==> src/rtl/io_led_rgb_scan_gen.sv <==
// io_led_rgb_scan_gen: multiplexed RGB LED scan / PWM controller on the 16-bit IO bus.
// Holds one 24-bit colour per LED and lights one LED at a time, with CPwmBits PWM per channel.
// Optional dead-time blanking can be inserted between LEDs.
// Build macro IO_LED_RGB_READBACK_EN: COLOR (+4) becomes readable as a D access at colour[ptr].
//
// state    | meaning
// ST_OFF   | scan stopped, pins dark, counters cleared
// ST_LIT   | one LED selected, PWM counter running over its slot
// ST_BLANK | dead time between two LED slots, pins dark
module io_led_rgb_scan_gen #(
  parameter logic [15:0] CAddrBase = 16'h0000,
  parameter int          CLedCnt   = 16,
  parameter int          CPwmBits  = 8,
  parameter int          CBlankCyc = 4
) (
  input  logic               AClkH,
  input  logic               AResetH,
  input  logic               AClkHEn,
  input  logic [15:0]        AIoAddr,
  input  logic [63:0]        AIoMosi,
  input  logic [3:0]         AIoWrSize,
  input  logic [3:0]         AIoRdSize,
  output logic [63:0]        AIoMiso,
  output logic               AIoAddrAck,
  output logic               AIoAddrErr,
  output logic [CLedCnt-1:0] ALedIdx,
  output logic [2:0]         AColor
);

  localparam int                 CPtrW      = (CLedCnt > 1) ? $clog2(CLedCnt) : 1;
  localparam logic [CPtrW-1:0]   CLastIdx   = CPtrW'(CLedCnt - 1);
  localparam logic [CPwmBits-1:0] CCntMax   = '1;
  localparam logic [7:0]         CBlankLoad = 8'(CBlankCyc - 1);

  localparam logic [3:0] CSizeB = 4'b0001;
  localparam logic [3:0] CSizeD = 4'b0100;

  typedef enum logic [1:0] {ST_OFF, ST_LIT, ST_BLANK} state_t;
  typedef logic [2:0][CPwmBits-1:0] shadow_t;

  // Only the top CPwmBits of each colour byte drive the PWM compare.
  function automatic shadow_t to_shadow(input logic [23:0] c);
    shadow_t s;
    s[2] = c[23 -: CPwmBits];
    s[1] = c[15 -: CPwmBits];
    s[0] = c[7 -: CPwmBits];
    return s;
  endfunction

  // register file state
  logic [1:0]       ctrl_q, ctrl_d;
  logic [CPtrW-1:0] ptr_q, ptr_d;
  logic [23:0]      colour_q [CLedCnt];
  logic [23:0]      colour_d [CLedCnt];

  // scan state
  state_t              state_q, state_d;
  logic [CPwmBits-1:0] cnt_q, cnt_d;
  logic [CPtrW-1:0]    idx_q, idx_d, idx_nxt;
  logic [7:0]          bcnt_q, bcnt_d;
  shadow_t             shadow_q, shadow_d;
  logic [CLedCnt-1:0]  led_idx_q, led_idx_d;
  logic [2:0]          color_q, color_d;

  // IO decode
  logic [15:0] off_full;
  logic [2:0]  off;
  logic        in_win, wr_any, rd_any, wr_ok, rd_ok, io_hit, io_legal, wr_en;
  logic        unused_mosi;

  assign off_full = AIoAddr - CAddrBase;
  assign off      = off_full[2:0];
  assign in_win   = (off_full < 16'd8);
  assign wr_any   = |AIoWrSize;
  assign rd_any   = |AIoRdSize;

  assign wr_ok = (((off == 3'd0) || (off == 3'd1)) && (AIoWrSize == CSizeB)) ||
                 ((off == 3'd4) && (AIoWrSize == CSizeD));
`ifdef IO_LED_RGB_READBACK_EN
  assign rd_ok = (((off == 3'd0) || (off == 3'd1)) && (AIoRdSize == CSizeB)) ||
                 ((off == 3'd4) && (AIoRdSize == CSizeD));
`else
  assign rd_ok = ((off == 3'd0) || (off == 3'd1)) && (AIoRdSize == CSizeB);
`endif

  // A combined access is only accepted when every active strobe is legal.
  assign io_hit     = in_win && (wr_any || rd_any);
  assign io_legal   = (!wr_any || wr_ok) && (!rd_any || rd_ok);
  assign AIoAddrAck = io_hit && io_legal;
  assign AIoAddrErr = io_hit && !io_legal;
  assign wr_en      = AIoAddrAck && wr_any;

  assign unused_mosi = ^AIoMosi[63:24];

  // read data mux, zero unless a legal read hits the window
  always_comb begin
    AIoMiso = '0;
    if (AIoAddrAck && rd_any) begin
      if (off == 3'd0) begin
        AIoMiso = 64'(ctrl_q);
      end else if (off == 3'd1) begin
        AIoMiso = 64'(ptr_q);
`ifdef IO_LED_RGB_READBACK_EN
      end else if (off == 3'd4) begin
        AIoMiso = 64'(colour_q[ptr_q]);
`endif
      end
    end
  end

  // register writes: CTRL, IDX pointer, COLOR with pointer auto-increment
  always_comb begin
    ctrl_d   = ctrl_q;
    ptr_d    = ptr_q;
    colour_d = colour_q;
    if (wr_en) begin
      if (off == 3'd0) begin
        ctrl_d = AIoMosi[1:0];
      end else if (off == 3'd1) begin
        if ({8'h00, AIoMosi[7:0]} >= 16'(CLedCnt)) ptr_d = '0;
        else ptr_d = AIoMosi[CPtrW-1:0];
      end else if (off == 3'd4) begin
        colour_d[ptr_q] = AIoMosi[23:0];
        ptr_d = (ptr_q == CLastIdx) ? '0 : ptr_q + CPtrW'(1);
      end
    end
  end

  // register file flops; a dropped clock enable also drops the write
  always_ff @(posedge AClkH) begin
    if (AResetH) begin
      ctrl_q   <= '0;
      ptr_q    <= '0;
      colour_q <= '{default: '0};
    end else if (AClkHEn) begin
      ctrl_q   <= ctrl_d;
      ptr_q    <= ptr_d;
      colour_q <= colour_d;
    end
  end

  assign idx_nxt = (idx_q == CLastIdx) ? '0 : idx_q + CPtrW'(1);

  // scan FSM next state and pin values; pins follow the current state one cycle later
  always_comb begin
    state_d   = state_q;
    cnt_d     = cnt_q;
    idx_d     = idx_q;
    bcnt_d    = bcnt_q;
    shadow_d  = shadow_q;
    led_idx_d = '0;
    color_d   = '0;

    if (ctrl_q[0] && (state_q == ST_LIT)) begin
      led_idx_d = CLedCnt'(1) << idx_q;
      color_d   = {cnt_q < shadow_q[2], cnt_q < shadow_q[1], cnt_q < shadow_q[0]};
    end

    if (!ctrl_q[0]) begin
      state_d = ST_OFF;
      cnt_d   = '0;
      idx_d   = '0;
      bcnt_d  = '0;
    end else begin
      case (state_q)
        ST_OFF: begin
          state_d  = ST_LIT;
          cnt_d    = '0;
          idx_d    = '0;
          shadow_d = to_shadow(colour_q[0]);
        end
        ST_LIT: begin
          if (cnt_q == CCntMax) begin
            cnt_d = '0;
            idx_d = idx_nxt;
            if (ctrl_q[1]) begin
              state_d = ST_BLANK;
              bcnt_d  = CBlankLoad;
            end else begin
              shadow_d = to_shadow(colour_q[idx_nxt]);
            end
          end else begin
            cnt_d = cnt_q + CPwmBits'(1);
          end
        end
        ST_BLANK: begin
          if (bcnt_q == 8'd0) begin
            state_d  = ST_LIT;
            shadow_d = to_shadow(colour_q[idx_q]);
          end else begin
            bcnt_d = bcnt_q - 8'd1;
          end
        end
        default: state_d = ST_OFF;
      endcase
    end
  end

  // scan flops and registered pins
  always_ff @(posedge AClkH) begin
    if (AResetH) begin
      state_q   <= ST_OFF;
      cnt_q     <= '0;
      idx_q     <= '0;
      bcnt_q    <= '0;
      shadow_q  <= '0;
      led_idx_q <= '0;
      color_q   <= '0;
    end else if (AClkHEn) begin
      state_q   <= state_d;
      cnt_q     <= cnt_d;
      idx_q     <= idx_d;
      bcnt_q    <= bcnt_d;
      shadow_q  <= shadow_d;
      led_idx_q <= led_idx_d;
      color_q   <= color_d;
    end
  end

  assign ALedIdx = led_idx_q;
  assign AColor  = color_q;

endmodule

==> config.mk <==
export PLATFORM = sky130hd
export DESIGN_NAME = io_led_rgb_scan_gen
export DESIGN_NICKNAME = d
export VERILOG_FILES = /design/src/rtl/io_led_rgb_scan_gen.sv
export SDC_FILE = /design/constraint.sdc
export NUM_CORES = 1
export LEC_CHECK = 0
export BUFFER_PORTS_ARGS = -buffer_cell sky130_fd_sc_hd__buf_2
export CAP_MARGIN = 15
export CELL_PAD_IN_SITES_DETAIL_PLACEMENT = 0
export CELL_PAD_IN_SITES_GLOBAL_PLACEMENT = 1
export CORE_UTILIZATION = 25
export DETAILED_ROUTE_END_ITERATION = 10
export PLACE_DENSITY = 0.57
export SYNTH_ARGS = -nofsm -noshare
export SYNTH_HDL_FRONTEND = slang
export SYNTH_SLANG_ARGS = --single-unit
==> constraint.sdc <==
create_clock -name AClkH -period 6.28 [get_ports AClkH]
set_input_delay 1.256 -clock AClkH [delete_from_list [all_inputs] [get_ports AClkH]]
set_output_delay 1.256 -clock AClkH [all_outputs]
set_load 0.03 [all_outputs]
==> impl_metrics.ini <==
[status]
run_status = complete, no violations

[worst_setup_path]
end_kind = output port
cp-start-kind = input port
path_cells = buf_2 > nor3b_2 > o21bai_1 > a2111oi_4 > buf_4 > nand2_1 > nor4_1 > buf_2
crit_buf_inv = 3
endpoint = AIoMiso[3]
critPathKind = in2out
worstSetupStartpoint = AIoAddr[0]
crit_slowest_cell = buf_4
cp_data_required_time_ns = 5.02
crit_fanout = 34
critPathTopFamily = buffers and inverters
cp_num_cells = 8
slowest_delay_ns = 0.46
worstPathArrival_ns = 3.14
r2r-end = shadow_q[13]$_SDFFE_PP0P_
r2r_setup_slack_ns = 2.01
cp_common_cell = buf_2
r2r_cells = 9
r2r_start = idx_q[1]$_SDFFE_PP0P_

[sta]
rsz0062_at_grt = no
clock.fmax_ghz = 0.227
finalHoldViolCount = 0
relSlewSlack_pct = 18.8
min_period_over_period_pct = 70.1
finalMaxSlewViolations = 0
tightestPinTransition_ns = 1.22
whs_ns = 0.455
clock_skew_ns = 0.0397
final.min_clock_period_ns = 4.40
setup_violations = 0
fin_setup_tns_ns = 0

[logic_synthesis]
synth_top_area_share_pct = 35.3
synth_mux_area_share_pct = 14.3
synth_edf_count = 0
ys_warn_count = 0
synth-compound-area-share_pct = 18.8
avgSynthCellArea_sq_um = 8.20
synth_ff_type = dfxtp_1
synthArstFlopShare_pct = 0
yosys.area_share.adder_pct = 1.89
netlist_area_sq_um = 25800
synth_cell_types = 70
synth.area.top_cells = dfxtp_1 (35%), nand2_1 (12%), mux2i_1 (8.5%), a21oi_1 (6.6%), mux4_2 (4.5%)
yosys.area_share.simple_pct = 20.6
ys_seq_area_share_pct = 35.3
yosys.area.top_type = dfxtp_1
synthMostInstantiatedCell = nand2_1
synth-xor-area-share_pct = 0.374
syn-instance-count = 3146
synth_top_family_by_area = simple AND/OR/NAND/NOR gates
yosys-top-cells-count = nand2_1 (797), dfxtp_1 (455), a21oi_1 (341)
ys_seq_elements = 455

[clock_network]
clk_pin_slew_ns = 0.06
cts_tree = built
cts_made_buffers = 56
clock-sinks = 455
post_cts_buffers = 0
h-tree-depth = 2
ctsHoldBuffers = 0
clock-root-buffer = clkbuf_16
clk_path_buf_depth = 3
cts_resized = 0
clk-insertion-delay-late_ns = 0.63

[global_routing]
grt_max_degree = 72
globalRouteOverflowTotal = 0
grt_pass1_vias = 21297
grt_usage_pct = 19.7
grt_pass1_wl_um = 151000
antenna_found_initial = 12

[route]
viasPerCell = 5.08
drc_errors = 0
drt_wl_total_um = 105000
ant_nets = 0
drt_iter0_markers = 1850
dr.pass1.iters = 6
wl_per_cell_um = 23.5
dr_total_vias = 22666

[placement]
port-buffer-count = 75
dp_hpwl_um = 59800
gp_congestion = 0.781
placed_area_sq_um = 26800
dp_cells = 4365

[power]
seqPwrFrac_pct = 45.3
switching_share_pct = 24.5
p_total_mw = 6.39
vdd_drop_max_uv = 201
power.leakage_nw = 9.40
p_int_mw = 4.82
power-per-cell-area_nw_per_um2 = 223
p_sw_mw = 1.57
power_frac_clock_pct = 51.3
combPwrFrac_pct = 3.5

[floorplanning]
die_area_sq_um = 104000
io_pins = 176
core-area_sq_um = 102000
start_util_pct = 25.3
die_w_um = 323
rows = 117
die_height_um = 323

[finish]
fill_cells = 11025
area_growth_pct = 10.9
final_cells = 4465
layout-drive-gt1-share_pct = 18.4
multi_input_area_sq_um = 14800
nets = 3185
register_area_sq_um = 9120
diodes = 0
final_area_sq_um = 28600

[flow_run]
maxCapViolCount = 0

[worst_hold_path]
worst_hold_path.num_cells = 1
hold_path_class = reg2reg
hold_start = shadow_q[2]$_SDFFE_PP0P_
[flip-flops by register name, summed over array words and instances, names as in the netlist]
signal and count:
ptr_q 4, idx_q 4, shadow_q 24, colour_q 384
cnt_q 8, ctrl_q 2, bcnt_q 8, ALedIdx 16
AColor 3, state_q 2
[layout by cell type (no fill, tap or decap), types with 52 or more instances in the layout]
| cell type | count |
|---|---|
| nor2_1 | 101 |
| nand2_2 | 100 |
| mux2i_1 | 218 |
| a21oi_1 | 340 |
| mux4_2 | 52 |
| a21oi_2 | 109 |
| buf_4 | 64 |
| buf_2 | 74 |
| dfxtp_1 | 453 |
| nand2_1 | 797 |
| o21ai_0 | 92 |
| conb_1 | 60 |
| clkbuf_16 | 56 |
[final cells by class]
cell class / count / share of cell area (%)
multi-input combinational: 2356 / 51.6
timing repair buffer: 148 / 3.64
clock inverter: 16 / 0.534
inverter: 38 / 0.499
clock buffer: 84 / 5.83
tap: 1368 / 5.99
sequential: 455 / 31.9
[logic make-up (layout without fill, tap and decap cells)]
family	Yosys count	in the layout
and+or+nand+nor	1191	1191
other	1	60
buffers and inverters	394	286
muxes	300	300
AOI/OAI and AO/OA	755	755
DFF	455	455
adders and majority gates	39	39
xor gates and xnor gates	11	11
[worst min path at each step]
stage | to | slack [ns]
final | shadow_q[2]$_SDFFE_PP0P_ | 0.45
after global routing | shadow_q[23]$_SDFFE_PP0P_ | 0.47
after CTS | shadow_q[1]$_SDFFE_PP0P_ | 0.46
after detailed placement | shadow_q[1]$_SDFFE_PP0P_ | 0.44
after global placement | shadow_q[18]$_SDFFE_PP0P_ | 0.43
after floorplan | shadow_q[4]$_SDFFE_PP0P_ | 0.43
[through the flow]
step | utilization, % | setup slack [ns]
5_1_grt | 28.0 | 1.68
2_1_floorplan | - | 1.59
6_report | 28.0 | 1.88
3_3_place_gp | 26.2 | 1.85
3_5_place_dp | 26.2 | 1.88
4_1_cts | 28.0 | 1.88
[worst reg2reg max path, cell delays in order (launching register included)]
cell and delay, ns:
dfxtp_4 0.80, ha_1 0.65, ha_1 0.38, a31oi_4 0.85, and2_1 0.52, buf_4 0.40
nand3_1 0.16, nand3_1 0.12, a31oi_1 0.14, a21o_1 0.18
[layer usage]
layer	wire, um	vias to the layer above	GRT usage (%)
met4	2890	6	5.42
met3	6600	178	2.24
met2	46800	811	31.4
li1	-	10614	-
met5	45	-	0
met1	48500	11057	27.9
[power by group through the flow]
stage	registers (mW)	clock network [mW]	logic, mW
2_1_floorplan	2.95	0	0.196
3_3_place_gp	2.96	0	0.222
3_5_place_dp	2.95	0	0.221
4_1_cts	2.89	3.35	0.222
5_1_grt	2.89	3.46	0.238
6_report	2.89	3.28	0.222
Power figures use the tool's default switching activity.
